[config.mk]
export PLATFORM = sky130hd
export DESIGN_NAME = pmem_arbiter
export DESIGN_NICKNAME = d
export VERILOG_FILES = /design/src/rtl/pmem_arbiter.sv
export SDC_FILE = /design/constraint.sdc
export NUM_CORES = 1
export LEC_CHECK = 0
export CAP_MARGIN = 20
export CORE_AREA = 4 4 631 633
export DETAILED_ROUTE_END_ITERATION = 16
export DIE_AREA = 0 0 635 637
export PLACE_DENSITY = 0.3
export SKIP_CTS_REPAIR_TIMING = 1
export SYNTH_ARGS = -nofsm -noshare
export SYNTH_HDL_FRONTEND = slang
export SYNTH_SLANG_ARGS = --single-unit
[constraint.sdc]
create_clock -name clk -period 15.7 [get_ports clk]
set_clock_uncertainty 0.05 [all_clocks]
set_input_delay 3.14 -clock clk [delete_from_list [all_inputs] [get_ports clk]]
set_output_delay 3.14 -clock clk [all_outputs]
set_load 0.005 [all_outputs]
[src/rtl/pmem_arbiter.sv]
// pmem_arbiter: registered round-robin arbiter between i-cache and d-cache
// for the single cacheline adaptor; a grant is held until the adaptor responds.
module pmem_arbiter #(
   parameter int ADDR_W = 32,
   parameter int LINE_W = 256,
   parameter int RR_EN  = 1
) (
   input  logic              clk,
   input  logic              reset,
   input  logic              i_pmem_read,
   input  logic              i_pmem_write,
   input  logic [ADDR_W-1:0] i_pmem_address,
   input  logic [LINE_W-1:0] i_pmem_wdata,
   output logic [LINE_W-1:0] i_pmem_rdata,
   output logic              i_pmem_resp,
   input  logic              d_pmem_read,
   input  logic              d_pmem_write,
   input  logic [ADDR_W-1:0] d_pmem_address,
   input  logic [LINE_W-1:0] d_pmem_wdata,
   output logic [LINE_W-1:0] d_pmem_rdata,
   output logic              d_pmem_resp,
   output logic              ab_pmem_read,
   output logic              ab_pmem_write,
   output logic [ADDR_W-1:0] ab_pmem_address,
   output logic [LINE_W-1:0] ab_pmem_wdata,
   input  logic [LINE_W-1:0] ab_pmem_rdata,
   input  logic              ab_pmem_resp
);
   typedef enum logic [1:0] {IDLE, GNT_I, GNT_D} state_t;
   state_t state, state_n;
   logic last_d, last_d_n, rd_n, wr_n, req_i, req_d, pick_d;
   logic [ADDR_W-1:0] addr_n;
   logic [LINE_W-1:0] wdata_n;
   assign req_i  = i_pmem_read | i_pmem_write;
   assign req_d  = d_pmem_read | d_pmem_write;
   // d wins when alone, under fixed priority, or when i was served last
   assign pick_d = req_d & (~req_i | (RR_EN == 0) | ~last_d);
   always_comb begin
      state_n  = state;
      last_d_n = last_d;
      rd_n     = ab_pmem_read;
      wr_n     = ab_pmem_write;
      addr_n   = ab_pmem_address;
      wdata_n  = ab_pmem_wdata;
      if (state == IDLE && (req_i || req_d)) begin
         state_n  = pick_d ? GNT_D : GNT_I;
         last_d_n = pick_d;
         wr_n     = pick_d ? d_pmem_write : i_pmem_write;
         rd_n     = pick_d ? d_pmem_read & ~d_pmem_write : i_pmem_read & ~i_pmem_write;
         addr_n   = pick_d ? d_pmem_address : i_pmem_address;
         wdata_n  = pick_d ? d_pmem_wdata : i_pmem_wdata;
      end else if (state != IDLE && ab_pmem_resp) begin
         state_n = IDLE;
         rd_n    = 1'b0;
         wr_n    = 1'b0;
      end
   end
   always_ff @(posedge clk or posedge reset) begin
      if (reset) begin
         state           <= IDLE;
         last_d          <= 1'b1;
         ab_pmem_read    <= 1'b0;
         ab_pmem_write   <= 1'b0;
         ab_pmem_address <= '0;
         ab_pmem_wdata   <= '0;
      end else begin
         state           <= state_n;
         last_d          <= last_d_n;
         ab_pmem_read    <= rd_n;
         ab_pmem_write   <= wr_n;
         ab_pmem_address <= addr_n;
         ab_pmem_wdata   <= wdata_n;
      end
   end
   assign i_pmem_resp  = (state == GNT_I) && ab_pmem_resp;
   assign d_pmem_resp  = (state == GNT_D) && ab_pmem_resp;
   assign i_pmem_rdata = i_pmem_resp ? ab_pmem_rdata : '0;
   assign d_pmem_rdata = d_pmem_resp ? ab_pmem_rdata : '0;
endmodule

Word-level counts from Yosys, hierarchy flattened
Cells that the tools add are included.

storage, ports and cells
  bits in registers = 293
  input port bits = 839
  output and inout port bits = 804
  word-level logic and storage cells = 38

cells by class
  equal/unequal tests = 2
  multiplexer cells = 12
  bitwise operators = 10
  reduce and logical (&&, ||, !) cells = 8

operators with widths
  kind                                                                   number
  256-bit two-way mux                                                    3
  32-bit two-way mux                                                     1
  2-bit two-way mux                                                      3
  1-bit two-way mux                                                      5
  1-bit logical AND                                                      4
  1-bit inverter                                                         4
  2-bit nonzero test                                                     2
  1-bit AND                                                              3
  1-bit OR                                                               3
  2-bit by 1-bit equality test with 1-bit output, second input constant  1
  2-bit equality test, second input constant                             1
  2-bit logical NOT                                                      1
  1-bit logical OR                                                       1

Logic depth before layout (Yosys ltp)
  depth after elaboration = 6
  gate-level depth with buffers = 7
  depth with buffers taken out = 4

Least setup slack after synthesis
Ideal clock, no wire load.

  kind = input-to-output
  from = in ab_pmem_resp
  to = out i_pmem_rdata[100]
  arrival time = 4.074 ns
  required time = 12.510 ns
  slack = 8.436 ns
  stages = 5
  buffers on the path = 2
  cells stage by stage = inv_1 -> nor3b_2 -> clkbuf_1 -> clkbuf_1 -> and2_1

between the ends
  longest elaborated chain between the ends = 2

ends and longest elaborated chain
  item                 RTL line  source
  start, declared      27        input logic ab_pmem_resp
  1-bit logical AND    75        assign i_pmem_resp = (state == GNT_I) && ab_pmem_resp;
  256-bit two-way mux  77        assign i_pmem_rdata = i_pmem_resp ? ab_pmem_rdata : '0;
  end, declared        14        output logic [LINE_W-1:0] i_pmem_rdata,

Every way passes these cells.

Worst setup path after layout
  from = in ab_pmem_resp
  to = out i_pmem_rdata[67]

The elaborated chain is that of the path after synthesis.

==> results.cfg <==
[route]
drtIter0Drc = 2677
remaining_drc_errors = 0
detailedRoute.firstPassIterationCount = 10
detail_route.vias_per_cell = 2.577
drt_wl_total_mm = 290.4
postRouteAntennaNets = 0
num_vias = 21654
post_drt_wl_per_cell_um = 34.55

[synthesis]
synth_sequential_area_ratio = 0.4780
syn-cell-area_um2 = 15340
post-synth-top-area-cell = sky130_fd_sc_hd__dfrtp_1
netlist_instances = 1556
mappedNetlistNets = 2395
count_of_flip_flops_with_a_built_in_enable_after_synthesis = 0
syn-mean-instance-area_um2 = 9.859
synth-warning-count = 0
ys_top_cells_by_area = sky130_fd_sc_hd__dfrtp_1 48%, sky130_fd_sc_hd__and2_1 21%, sky130_fd_sc_hd__a222oi_1 19%
async_flop_share = 1.000
ys.flop_type = sky130_fd_sc_hd__dfrtp_1
postSynthRegisterBits = 293
yosysTopAreaCellShare = 0.4763
yosysUniqueCellTypes = 22
cell_types_with_the_highest_counts_after_synthesis = 513 x sky130_fd_sc_hd__and2_1, 292 x sky130_fd_sc_hd__dfrtp_1, 291 x sky130_fd_sc_hd__inv_1
yosys.cell_count.top_type = sky130_fd_sc_hd__and2_1

[final_layout]
final-seq-area_um2 = 7333
layout_cell_share_with_drive_strength_beyond_1 = 0.03154
area_overhead_of_the_layout_relative_to_synthesis_pct = 156.9
num-nets-final = 3948
multi_input_area_um2 = 6265
fin_util = 0.1006
layout_fillers = 45402

[grt]
use_met2 = 0.2528
first_pass_grt_wire_length_mm = 341.3
grt_max_degree = 174
grt.busiest_layer = met2
grt_pass1_vias = 21612
grt_util_met3 = 0.06630
gr-usage-all-layers = 0.1372
grt_remaining_overflow = 0
grt_util_met1 = 0.1385
antenna_found_initial = 313

[critical_path]
critPathCapture = i_pmem_rdata[67]
critPathLaunchType = primary input
cp_data_arrival_time_ns = 6.35
r2r_slack_ns = 12.06
critical_path.reg2reg.endpoint = ab_pmem_wdata[168]$_DFFE_PP0P_
worst-r2r-cell-count = 6
critPathLaunch = ab_pmem_resp
worst_ep_required_time_ns = 12.51
critPathKind = primary input to output port
timing.critical_path.fanout_max = 103
worstReg2RegStart = state[0]$_DFFE_PP0P_
critical_path.endpoint_type = output port

[clock_tree]
cts_root_buf = sky130_fd_sc_hd__clkbuf_16
number_of_buffers_added_by_the_clock_tree_synthesis_step = 42
clk_path_buf_depth = 3
insertion_delay_ns = 0.67
worst_setup_hold_path_clk_slew_ns = 0.06
ctsHtreeMaxLevel = 2
clkSinkCount = 293
tritoncts = done

[flow_run]
max-cap-violations = 0

[sta]
max_freq_mhz = 104.8
share_of_the_clock_period_used_by_the_worst_path = 0.6077
worst_pin_slew_ns = 1.390
final-max-slew-violation-count = 0
rsz0062_at_grt = false
fin_setup_tns_ns = 0
clock_period_minus_worst_slack_ns = 9.541
finalHoldViolCount = 0
finalSetupViolations = 0
slew_headroom = 0.07361

[power_and_ir_drop]
total_leakage_power_nw = 14.69
power.ir.vdd_worst_mv = 0.1100
power.density_cell_area_nw_per_um2 = 143.2

[hold_path]
hold_crit_start = ab_pmem_wdata[195]$_DFFE_PP0P_
class_of_the_tightest_hold_or_removal_check = flip-flop to flip-flop
hold_path_depth = 2

[placed_design]
port-buffer-count = 1642
place_hpwl_mm = 259.4
final_weighted_congestion_of_routability_driven_global_placement = 0.9839

[status]
status = finished, final reports clean

[floorplan]
rows = 230
core-area_um2 = 392000
floorplan.initialDensity = 0.03914
die_height_um = 637
die_width_um = 635
num_io_pins = 1643
dieArea_um2 = 404500
## final cells by class
cell class / instances / share of cell area
diodes: 45 / 0.002857
clock buffers: 53 / 0.02974
clock inverters: 21 / 0.006666
inverters: 291 / 0.02790
multi-input cells: 820 / 0.1589
flip-flops and latches: 293 / 0.1861
well taps: 5220 / 0.1657
repair buffers: 1661 / 0.4221
## routing by layer
layer | part of all wire | routed length (um)
met5 | 0.0023 | 674
met4 | 0.034 | 9772
met3 | 0.11 | 33160
met2 | 0.51 | 147700
met1 | 0.34 | 99010
## logic make-up (layout without fill, tap and decap cells)
| logic type | Yosys count | count (layout) | share of synthesized area |
|---|---|---|---|
| compound gates | 298 | 298 | 0.1929 |
| mux | 1 | 1 | 0.0007340 |
| simple gates | 521 | 521 | 0.2123 |
| other cells | 0 | 45 | 0 |
| flops | 293 | 293 | 0.4780 |
| buf+inv | 443 | 2026 | 0.1161 |
## registers in the layout, indices dropped and copies added (netlist names)
signal           count
state                2
ab_pmem_wdata      256
last_d               1
ab_pmem_read         1
ab_pmem_write        1
ab_pmem_address     32
## through the flow
stage	total power [mW]	setup WS [ns]	instances	cell area, um^2	hold WS, ns
2_1_floorplan	2.491	4.421	1556	15340	0.4423
3_3_place_gp	4.687	6.132	8285	37870	0.4398
3_5_place_dp	4.701	6.158	8285	37870	0.4444
4_1_cts	5.799	6.134	8359	39300	0.4577
5_1_grt	5.986	6.021	8375	39340	0.4774
6_report	5.645	6.159	8404	39420	0.4572
## worst max-delay path, cell delays in order
cell and delay [ns]:
sky130_fd_sc_hd__clkdlybuf4s50_1 0.54, sky130_fd_sc_hd__inv_1 0.13, sky130_fd_sc_hd__nor3b_4 0.23, sky130_fd_sc_hd__buf_12 0.32, sky130_fd_sc_hd__buf_4 0.80, sky130_fd_sc_hd__and2_1 0.25
sky130_fd_sc_hd__clkdlybuf4s50_1 0.57
## cell usage in the layout, fill, tap and decap left out
master / synthesis / layout
sky130_fd_sc_hd__nor2_4: 0 / 1
sky130_fd_sc_hd__inv_6: 0 / 2
sky130_fd_sc_hd__buf_12: 0 / 5
sky130_fd_sc_hd__a21o_1: 3 / 3
sky130_fd_sc_hd__and2_1: 513 / 513
sky130_fd_sc_hd__nand2_1: 1 / 1
sky130_fd_sc_hd__nand2b_1: 1 / 1
sky130_fd_sc_hd__a31oi_1: 1 / 1
sky130_fd_sc_hd__dfrtp_1: 292 / 292
sky130_fd_sc_hd__nor2_1: 3 / 2
sky130_fd_sc_hd__clkbuf_1: 79 / 3
sky130_fd_sc_hd__clkdlybuf4s50_1: 0 / 1641
sky130_fd_sc_hd__mux2_2: 1 / 1
sky130_fd_sc_hd__bufinv_16: 0 / 3
sky130_fd_sc_hd__clkbuf_8: 0 / 8
sky130_fd_sc_hd__a222oi_1: 288 / 288
sky130_fd_sc_hd__o21ai_0: 3 / 3
sky130_fd_sc_hd__buf_4: 0 / 15
sky130_fd_sc_hd__clkinv_2: 0 / 13
sky130_fd_sc_hd__inv_1: 291 / 290
sky130_fd_sc_hd__nor3b_4: 0 / 1
sky130_fd_sc_hd__dfstp_2: 1 / 1
sky130_fd_sc_hd__o41ai_4: 0 / 1
sky130_fd_sc_hd__clkbuf_16: 0 / 42
sky130_fd_sc_hd__diode_2: 0 / 45
sky130_fd_sc_hd__clkinv_16: 0 / 3
sky130_fd_sc_hd__inv_8: 0 / 1
sky130_fd_sc_hd__a21oi_1: 1 / 1
sky130_fd_sc_hd__o221a_4: 0 / 1
sky130_fd_sc_hd__and3b_4: 0 / 1
sky130_fd_sc_hd__nand3_1: 1 / 1
## worst min-delay path by stage
stage / to / slack, ns
after global placement: ab_pmem_wdata[156]$_DFFE_PP0P_ / 0.44
after CTS: ab_pmem_wdata[195]$_DFFE_PP0P_ / 0.46
after floorplan: ab_pmem_read$_DFFE_PP0P_ / 0.44
after global routing: ab_pmem_address[30]$_DFFE_PP0P_ / 0.48
final: ab_pmem_wdata[195]$_DFFE_PP0P_ / 0.46
after detailed placement: ab_pmem_wdata[195]$_DFFE_PP0P_ / 0.44
## power breakdown
group | internal (mW) | switching, mW | total [mW] | leakage (nW)
logic | 1.59 | 1.66 | 3.25 | 10.4
registers | 1.14 | 0.227 | 1.37 | 3.60
clock network | 0.585 | 0.444 | 1.03 | 0.715
total | 3.31 | 2.33 | 5.64 | 14.7
(Power assumes the default switching activity.)
